===== src/rtl/reg_write_arbiter.sv =====
// Round-robin write arbiter for one shared DWIDTH-bit register.
// Each accepted write takes three cycles: grant (IDLE), capture (CAPT), readback (CHECK).
// Every output comes straight from a flop, so no input reaches an output combinationally.
module reg_write_arbiter #(
  parameter int unsigned DWIDTH = 32,
  parameter int unsigned NREQ   = 4,
  localparam int unsigned IDXW  = $clog2(NREQ)
) (
  input  logic                   clk_i,
  input  logic                   rst_i,
  input  logic [NREQ-1:0]        req_valid_i,
  input  logic [NREQ*DWIDTH-1:0] req_data_i,
  output logic [NREQ-1:0]        req_ready_o,
  output logic [DWIDTH-1:0]      reg_data_o,
  input  logic [DWIDTH-1:0]      reg_q_i,
  output logic [IDXW-1:0]        grant_idx_o,
  output logic                   busy_o,
  output logic                   done_o,
  output logic                   err_o,
  input  logic                   clr_err_i
);

  typedef enum logic [1:0] {StIdle, StCapt, StCheck} state_e;

  localparam logic [IDXW-1:0] LastInit = IDXW'(NREQ - 1);
  localparam logic [NREQ-1:0] OneLsb   = {{(NREQ-1){1'b0}}, 1'b1};

  state_e              r_state, w_state_next;
  logic [IDXW-1:0]     r_last, w_last_next;
  logic [IDXW-1:0]     r_grant, w_grant_next;
  logic [NREQ-1:0]     r_ready, w_ready_next;
  logic [DWIDTH-1:0]   r_data, w_data_next;
  logic                r_busy, r_done, w_done_next, r_err, w_err_next;

  logic                w_found;
  logic [IDXW-1:0]     w_winner;
  logic [31:0]         w_cand;
  logic [DWIDTH-1:0]   w_win_data;
  logic                w_mismatch;

  // Winner search: first valid requester after the last grantee, wrapping modulo NREQ.
  always_comb begin
    w_found  = 1'b0;
    w_winner = '0;
    w_cand   = '0;
    for (int unsigned k = 1; k <= NREQ; k++) begin
      w_cand = (32'(r_last) + k) % NREQ;
      if (!w_found && req_valid_i[w_cand[IDXW-1:0]]) begin
        w_found  = 1'b1;
        w_winner = w_cand[IDXW-1:0];
      end
    end
  end

  // Payload mux for the winning requester.
  always_comb begin
    w_win_data = '0;
    for (int k = 0; k < int'(NREQ); k++) begin
      if (int'(w_winner) == k) w_win_data = req_data_i[k*DWIDTH +: DWIDTH];
    end
  end

  assign w_mismatch = (reg_q_i != r_data);

  // State register.
  always_ff @(posedge clk_i or negedge rst_i) begin
    if (!rst_i) r_state <= StIdle;
    else        r_state <= w_state_next;
  end

  // Next-state logic: fixed IDLE -> CAPT -> CHECK -> IDLE sequence.
  always_comb begin
    w_state_next = r_state;
    unique case (r_state)
      StIdle:  if (w_found) w_state_next = StCapt;
      StCapt:  w_state_next = StCheck;
      StCheck: w_state_next = StIdle;
      default: w_state_next = StIdle;
    endcase
  end

  // Output logic: next values for the registered outputs.
  always_comb begin
    w_data_next  = r_data;
    w_grant_next = r_grant;
    w_last_next  = r_last;
    w_ready_next = '0;
    w_done_next  = 1'b0;
    w_err_next   = clr_err_i ? 1'b0 : r_err;
    unique case (r_state)
      StIdle: begin
        if (w_found) begin
          w_data_next  = w_win_data;
          w_grant_next = w_winner;
          w_last_next  = w_winner;
          w_ready_next = OneLsb << w_winner;
        end
      end
      StCapt: ;
      StCheck: begin
        w_done_next = 1'b1;
        // A mismatch on the clearing edge still sets the flag.
        if (w_mismatch) w_err_next = 1'b1;
      end
      default: ;
    endcase
  end

  // Registered outputs and round-robin pointer; reset aborts any write in flight.
  always_ff @(posedge clk_i or negedge rst_i) begin
    if (!rst_i) begin
      r_data  <= '0;
      r_grant <= '0;
      r_last  <= LastInit;
      r_ready <= '0;
      r_busy  <= 1'b0;
      r_done  <= 1'b0;
      r_err   <= 1'b0;
    end else begin
      r_data  <= w_data_next;
      r_grant <= w_grant_next;
      r_last  <= w_last_next;
      r_ready <= w_ready_next;
      r_busy  <= (w_state_next != StIdle);
      r_done  <= w_done_next;
      r_err   <= w_err_next;
    end
  end

  assign reg_data_o  = r_data;
  assign grant_idx_o = r_grant;
  assign req_ready_o = r_ready;
  assign busy_o      = r_busy;
  assign done_o      = r_done;
  assign err_o       = r_err;

endmodule


===== config.mk =====
export PLATFORM = sky130hd
export DESIGN_NAME = reg_write_arbiter
export DESIGN_NICKNAME = d
export VERILOG_FILES = /design/src/rtl/reg_write_arbiter.sv
export SDC_FILE = /design/constraint.sdc
export NUM_CORES = 1
export LEC_CHECK = 0
export ABC_AREA = 1
export BUFFER_PORTS_ARGS = -buffer_cell sky130_fd_sc_hd__buf_2
export CAP_MARGIN = 20
export CORE_MARGIN = 10
export CORE_UTILIZATION = 44
export DETAILED_ROUTE_END_ITERATION = 12
export PLACE_DENSITY_LB_ADDON = 0.08
export SLEW_MARGIN = 20
export SYNTH_ARGS = -nofsm -noshare
export SYNTH_HDL_FRONTEND = slang
export SYNTH_SLANG_ARGS = --single-unit

===== constraint.sdc =====
create_clock -name clk_i -period 2.35 [get_ports clk_i]
set_clock_uncertainty 0.2 [all_clocks]
set_input_delay 0.3525 -clock clk_i [delete_from_list [all_inputs] [get_ports clk_i]]
set_output_delay 0.3525 -clock clk_i [all_outputs]
set_load 0.02 [all_outputs]

* Word level (Yosys, flattened, before mapping)
Cells that the tools add are included.
Storage, ports and cells: output and inout bits 41, bits in registers 45, logic and storage cells 61, bits of input ports 167
Operators by class: add/sub/neg operators 4, muxes and demuxes 28, equal/unequal tests 6, magnitude comparators 4, shift-type cells 1, reductions and logical operators 10
Operators by type and width (number):
- $mux W32 | 4
- $ne A32 B32 Y1 | 1
- $lt A2 B3 Y1 const B | 4
- $mux W1 | 12
- $mux W2 | 5
- $bmux W1 S2 | 4
- $mux W4 | 2
- $eq A2 B2 Y1 const B | 3
- $add A2 B1 Y2 const B | 2
- $add A2 B2 Y2 const B | 2
- $eq A2 B1 Y1 const B | 2
- $logic_not A2 Y1 | 2
- $pmux W2 S2 | 1
- $shl A1 B2 Y4 const A | 1
- $logic_and A1 B1 Y1 | 3
- $logic_not A1 Y1 | 3
- $reduce_and A2 Y1 | 1
- $reduce_bool A2 Y1 | 1

* Longest topological paths before layout
depth in word-level cells 18, depth in mapped cells 17, gate-level depth less buffers 15

* Worst setup path after synthesis
No wires, ideal clock.
kind flip-flop to flip-flop, from register r_last[0], to register r_data[31], in the netlist reg_data_o[31], data required time 2033 ps, setup slack 238 ps, path buffers 3, arrival 1795 ps, cell stages (with the launch flop) 17, library setup time 117 ps, clock period less this slack 2112 ps, cells stage by stage dfstp_2 -> inv_2 -> buf_6 -> nand2_1 -> nand2_1 -> nand2_2 -> nand2_2 -> inv_2 -> nand2_1 -> nand2_1 -> nand3_2 -> buf_6 -> buf_4 -> nand3_1 -> nand3_1 -> nor2_1 -> nor2_1
On the way: longest elaborated chain between the ends 18, elaborated cells on any way between the ends 35, those cells by class add/sub: 4; eq/ne: 3; mux: 20; reduce/logical: 8
RTL lines:
- start, declared | line 29 | logic [IDXW-1:0] r_last, w_last_next;
- start signal, assigned | line 114 | r_last <= LastInit;
- start signal, assigned | line 122 | r_last <= w_last_next;
- $add A2 B1 Y2 | line 47 | w_cand = (32'(r_last) + k) % NREQ;
- $bmux W1 S2 | line 48 | if (!w_found && req_valid_i[w_cand[IDXW-1:0]]) begin
- $mux W1 (implied by the code) | line 48
- $mux W1 | line 48
- $logic_not A1 Y1 | line 48
- $logic_and A1 B1 Y1 | line 48
- $mux W1 | line 48
- $logic_not A1 Y1 | line 48
- $logic_and A1 B1 Y1 | line 48
- $mux W1 | line 48
- $logic_not A1 Y1 | line 48
- $logic_and A1 B1 Y1 | line 48
- $mux W2 | line 48
- $logic_not A2 Y1 | line 59 | if (int'(w_winner) == k) w_win_data = req_data_i[k*DWIDTH +: DWIDTH];
- $mux W32 (4 in a row) | line 59
- end signal, assigned | line 120 | r_data <= w_data_next;
- end, declared | line 32 | logic [DWIDTH-1:0] r_data, w_data_next;
Several ways; a longest one is shown, not always the timed one. The select of a mux whose other input is x is not followed. A chain may end at the register's enable or synchronous reset.

* Final worst setup path
from register r_last[0], to register r_data[21], in the netlist reg_data_o[21]
The elaborated chain is that of the path after synthesis.

==> key figures <==
Status
  – Status: complete, but fails checks
  – Violated checks: setup timing

Yosys
  – Most frequent cell after synthesis: nand2_1
  – Unique masters post-synth: 26
  – Gate count of the mapped netlist: 544
  – Post-synth top flop: dfrtp_1
  – Area leader, netlist: dfrtp_1
  – Post-synth top cells: nand2_1, nand3_1, nor2_1
  – Post-synth EDFFs: 0
  – Yosys top cell area share: 0.3071
  – Post-synth ARST share: 1.000
  – Syn_nets: 711
  – Flop and latch count out of synthesis: 45
  – Synthesized area per cell: 6.440 um2
  – Number of synthesis warnings: 0
  – Synth top area cells: dfrtp_1, nand2_1, nand3_1, nor2_1, xnor2_1
  – Synth Cell Area: 3503 um2
  – Part of the Yosys area used for sequential elements: 0.3221

Setup path
  – Worst EP required: 2340 ps
  – CP Capture Type: flop
  – CP Class: reg2reg
  – Crit-path cells: inv_6 > nand2_2 > nand2_2 > nand2_2 > nand2_2 > inv_2 > nand2_1 > nand2_2 > buf_4 > nand2_2 > nor2_4 > nand2_2 > buf_12 > o21ai_1 > inv_1 > nand2_1 > nand2_1
  – Slowest-stage cell, CP: dfstp_2
  – CP most frequent cell: nand2_2
  – Arrival time worst endpoint: 2410 ps
  – Critical path launch point type: flop
  – Worst path max stage delay: 610 ps
  – Crit path max fanout: 22

Cells and area
  – Share of cells above drive strength 1: 0.4036
  – NumNets Final: 934
  – Filler cells: 749
  – Fin cells: 872
  – Area delta synth->final: 47.36%

GRT
  – Global-route wire length before repair: 21.51 mm
  – Gr usage total: 0.2260
  – Gr ovfl total: 0
  – Vias in the first global route: 4397
  – Pin count of the biggest net entering global routing: 36
  – Initial antenna violation count: 3

Drt
  – Wire per inst: 16.71 um
  – DRT Pass-1 Iters: 4
  – DR iter-0 viols: 257
  – Post-route ant nets: 0
  – Routed WL: 14.58 mm
  – Via count: 4421
  – DRC Markers: 0
  – Number of vias per cell: 5.070

Die
  – Starting Density: 0.4534
  – I/O Pins: 208
  – Num rows: 32
  – Die H: 109.2 um
  – Die W: 109.2 um
  – Die Area: 11930 um2
  – CORE AREA: 7727 um2

Placed design
  – Cells after DPL: 846
  – Routability cong.: 0.9049
  – Final HPWL DP: 11.53 mm
  – IO Port Bufs: 207

Timing
  – Max Clk Rate: 0.4138 GHz
  – Final slew viol count: 0
  – RSZ-0062 raised after global routing: yes
  – Min Clock Period, post-route: 2417 ps
  – Relative slew slack: 0.4940
  – Worst slew pin tran: 758.9 ps
  – Final Setup Violations: 22
  – Hold slack: 26.62 ps
  – Fin crit share: 1.028
  – Final hold viol count: 0
  – PnR worst setup slack: -66.61 ps

Clock tree
  – Clk_lat worst skew: 300 ps
  – TritonCTS clock tree: yes
  – H-tree Lvls: 2
  – TritonCTS Buffers: 5
  – CTS Sinks: 45
  – Max clock buf depth: 2
  – Clock Pin Slew Worst Setup and Hold Paths: 90 ps
  – CTS root buf: clkbuf_8

Power
  – LEAKAGE: 0.002846 uW
  – Maximum VDD drop: 1.196 mV
  – Pwr Total: 10260 uW
  – Pwr Density: 1987 nW/um2

Flow run
  – Max Cap Viol: 0

Min path
  – Hold WC Path Type: in2reg
-- report_power, final --
| part | switching (uW) | internal (uW) |
|---|---|---|
| clock | 282 | 209 |
| sequential | 380 | 1200 |
| combinational | 4820 | 3360 |
-- area by class of cell --
cell class,count,area (um2),area share
Multi-Input combinational cell,420,2118,0.4103
Timing Repair Buffer,244,1495,0.2896
Tap cell,102,127.6,0.02472
Clock inverter,3,22.52,0.004363
Clock buffer,5,68.82,0.01333
Antenna cell,2,5.005,0.0009695
Inverter,51,196.4,0.03805
Sequential cell,45,1129,0.2186
-- state kept, by name (all words and copies together), names as in the netlist --
signal       flops
reg_data_o      32
req_ready_o      4
grant_idx_o      2
r_last           2
r_state          2
busy_o           1
done_o           1
err_o            1
-- path summary, 6_finish.rpt --
kind / from / slack, ps / depth (start not counted) / end
setup / recovery: r_last[0] / -70 / 17 / reg_data_o[21]
hold / removal: clr_err_i / 30 / 2 / err_o
setup reg to reg: r_last[0] / -70 / 17 / reg_data_o[21]
hold reg to reg: r_state[0] / 270 / 1 / done_o
max in group asynchronous: rst_i / 850 / 3 / reg_data_o[14]
min in group asynchronous: rst_i / 460 / 2 / done_o
-- routing by layer --
| layer | track usage | up-vias | share of wire |
|---|---|---|---|
| met1 | 0.2767 | 1978 | 0.40 |
| met2 | 0.3715 | 221 | 0.47 |
| met3 | 0.06903 | 31 | 0.11 |
| met5 | 0 | - | 0.0014 |
| met4 | 0.07342 | 4 | 0.022 |
| li1 | - | 2187 | - |
-- worst max-delay path: cells and delay by family (launching register included) --
family                 cells  cell delay [ps]
and+or+nand+nor           11              880
DFF                        1              610
buffers and inverters      5              490
AOI/OAI and AO/OA          1              120
-- through the flow --
step / utilization / instance area [um2] / TNS, ps / setup slack, ps
2_1_floorplan: - / 3503 / 0 / 237.7
3_3_place_gp: 0.6132 / 4738 / -1124 / -75.63
3_5_place_dp: 0.6132 / 4738 / -3905 / -166.8
4_1_cts: 0.6423 / 4964 / -95.83 / -27.80
5_1_grt: 0.6674 / 5157 / -5049 / -208.3
6_report: 0.6681 / 5162 / -801.0 / -66.61
-- cell families after synthesis --
logic type	after synthesis	synth area share
simple gates	373	0.4778
buf+inv	80	0.1100
flops	45	0.3221
compound gates	26	0.04000
xor+xnor	20	0.05000
-- layout by cell type (no fill, tap or decap), types with 3 or more instances in the layout --
master      synthesis  final
clkinvlp_4          0      3
nand3b_1            6      6
buf_12              0     10
nor4_1              3      3
or2_2               9      9
xnor2_1            20     20
buf_4               7     20
clkbuf_8            0      5
buf_6               6      3
o21ai_0            14      6
nand2_2             9     19
nand3_1           104     99
inv_2               4      3
nand3_2             2      5
o21ai_2             0      4
nor2_4              2      5
dfrtp_1            43     43
nor2_1             59     51
inv_1              46     46
nand4_1            14     14
buf_2              11    207
nand2_1           162    151
o21ai_1             9     13
nor2_2              2      8
-- timing repair --
| item | CTS | global route |
|---|---|---|
| pin swaps | 4 | 4 |
| endpoints found under the hold margin | 29 | 0 |
| endpoints found under the setup margin | 32 | 37 |
| hold buffers | 1 | 0 |
| gates cloned | 1 | 2 |
| gates resized for setup | 26 | 26 |
| buffers inserted | 5 | 7 |
(Power assumes the default switching activity.)
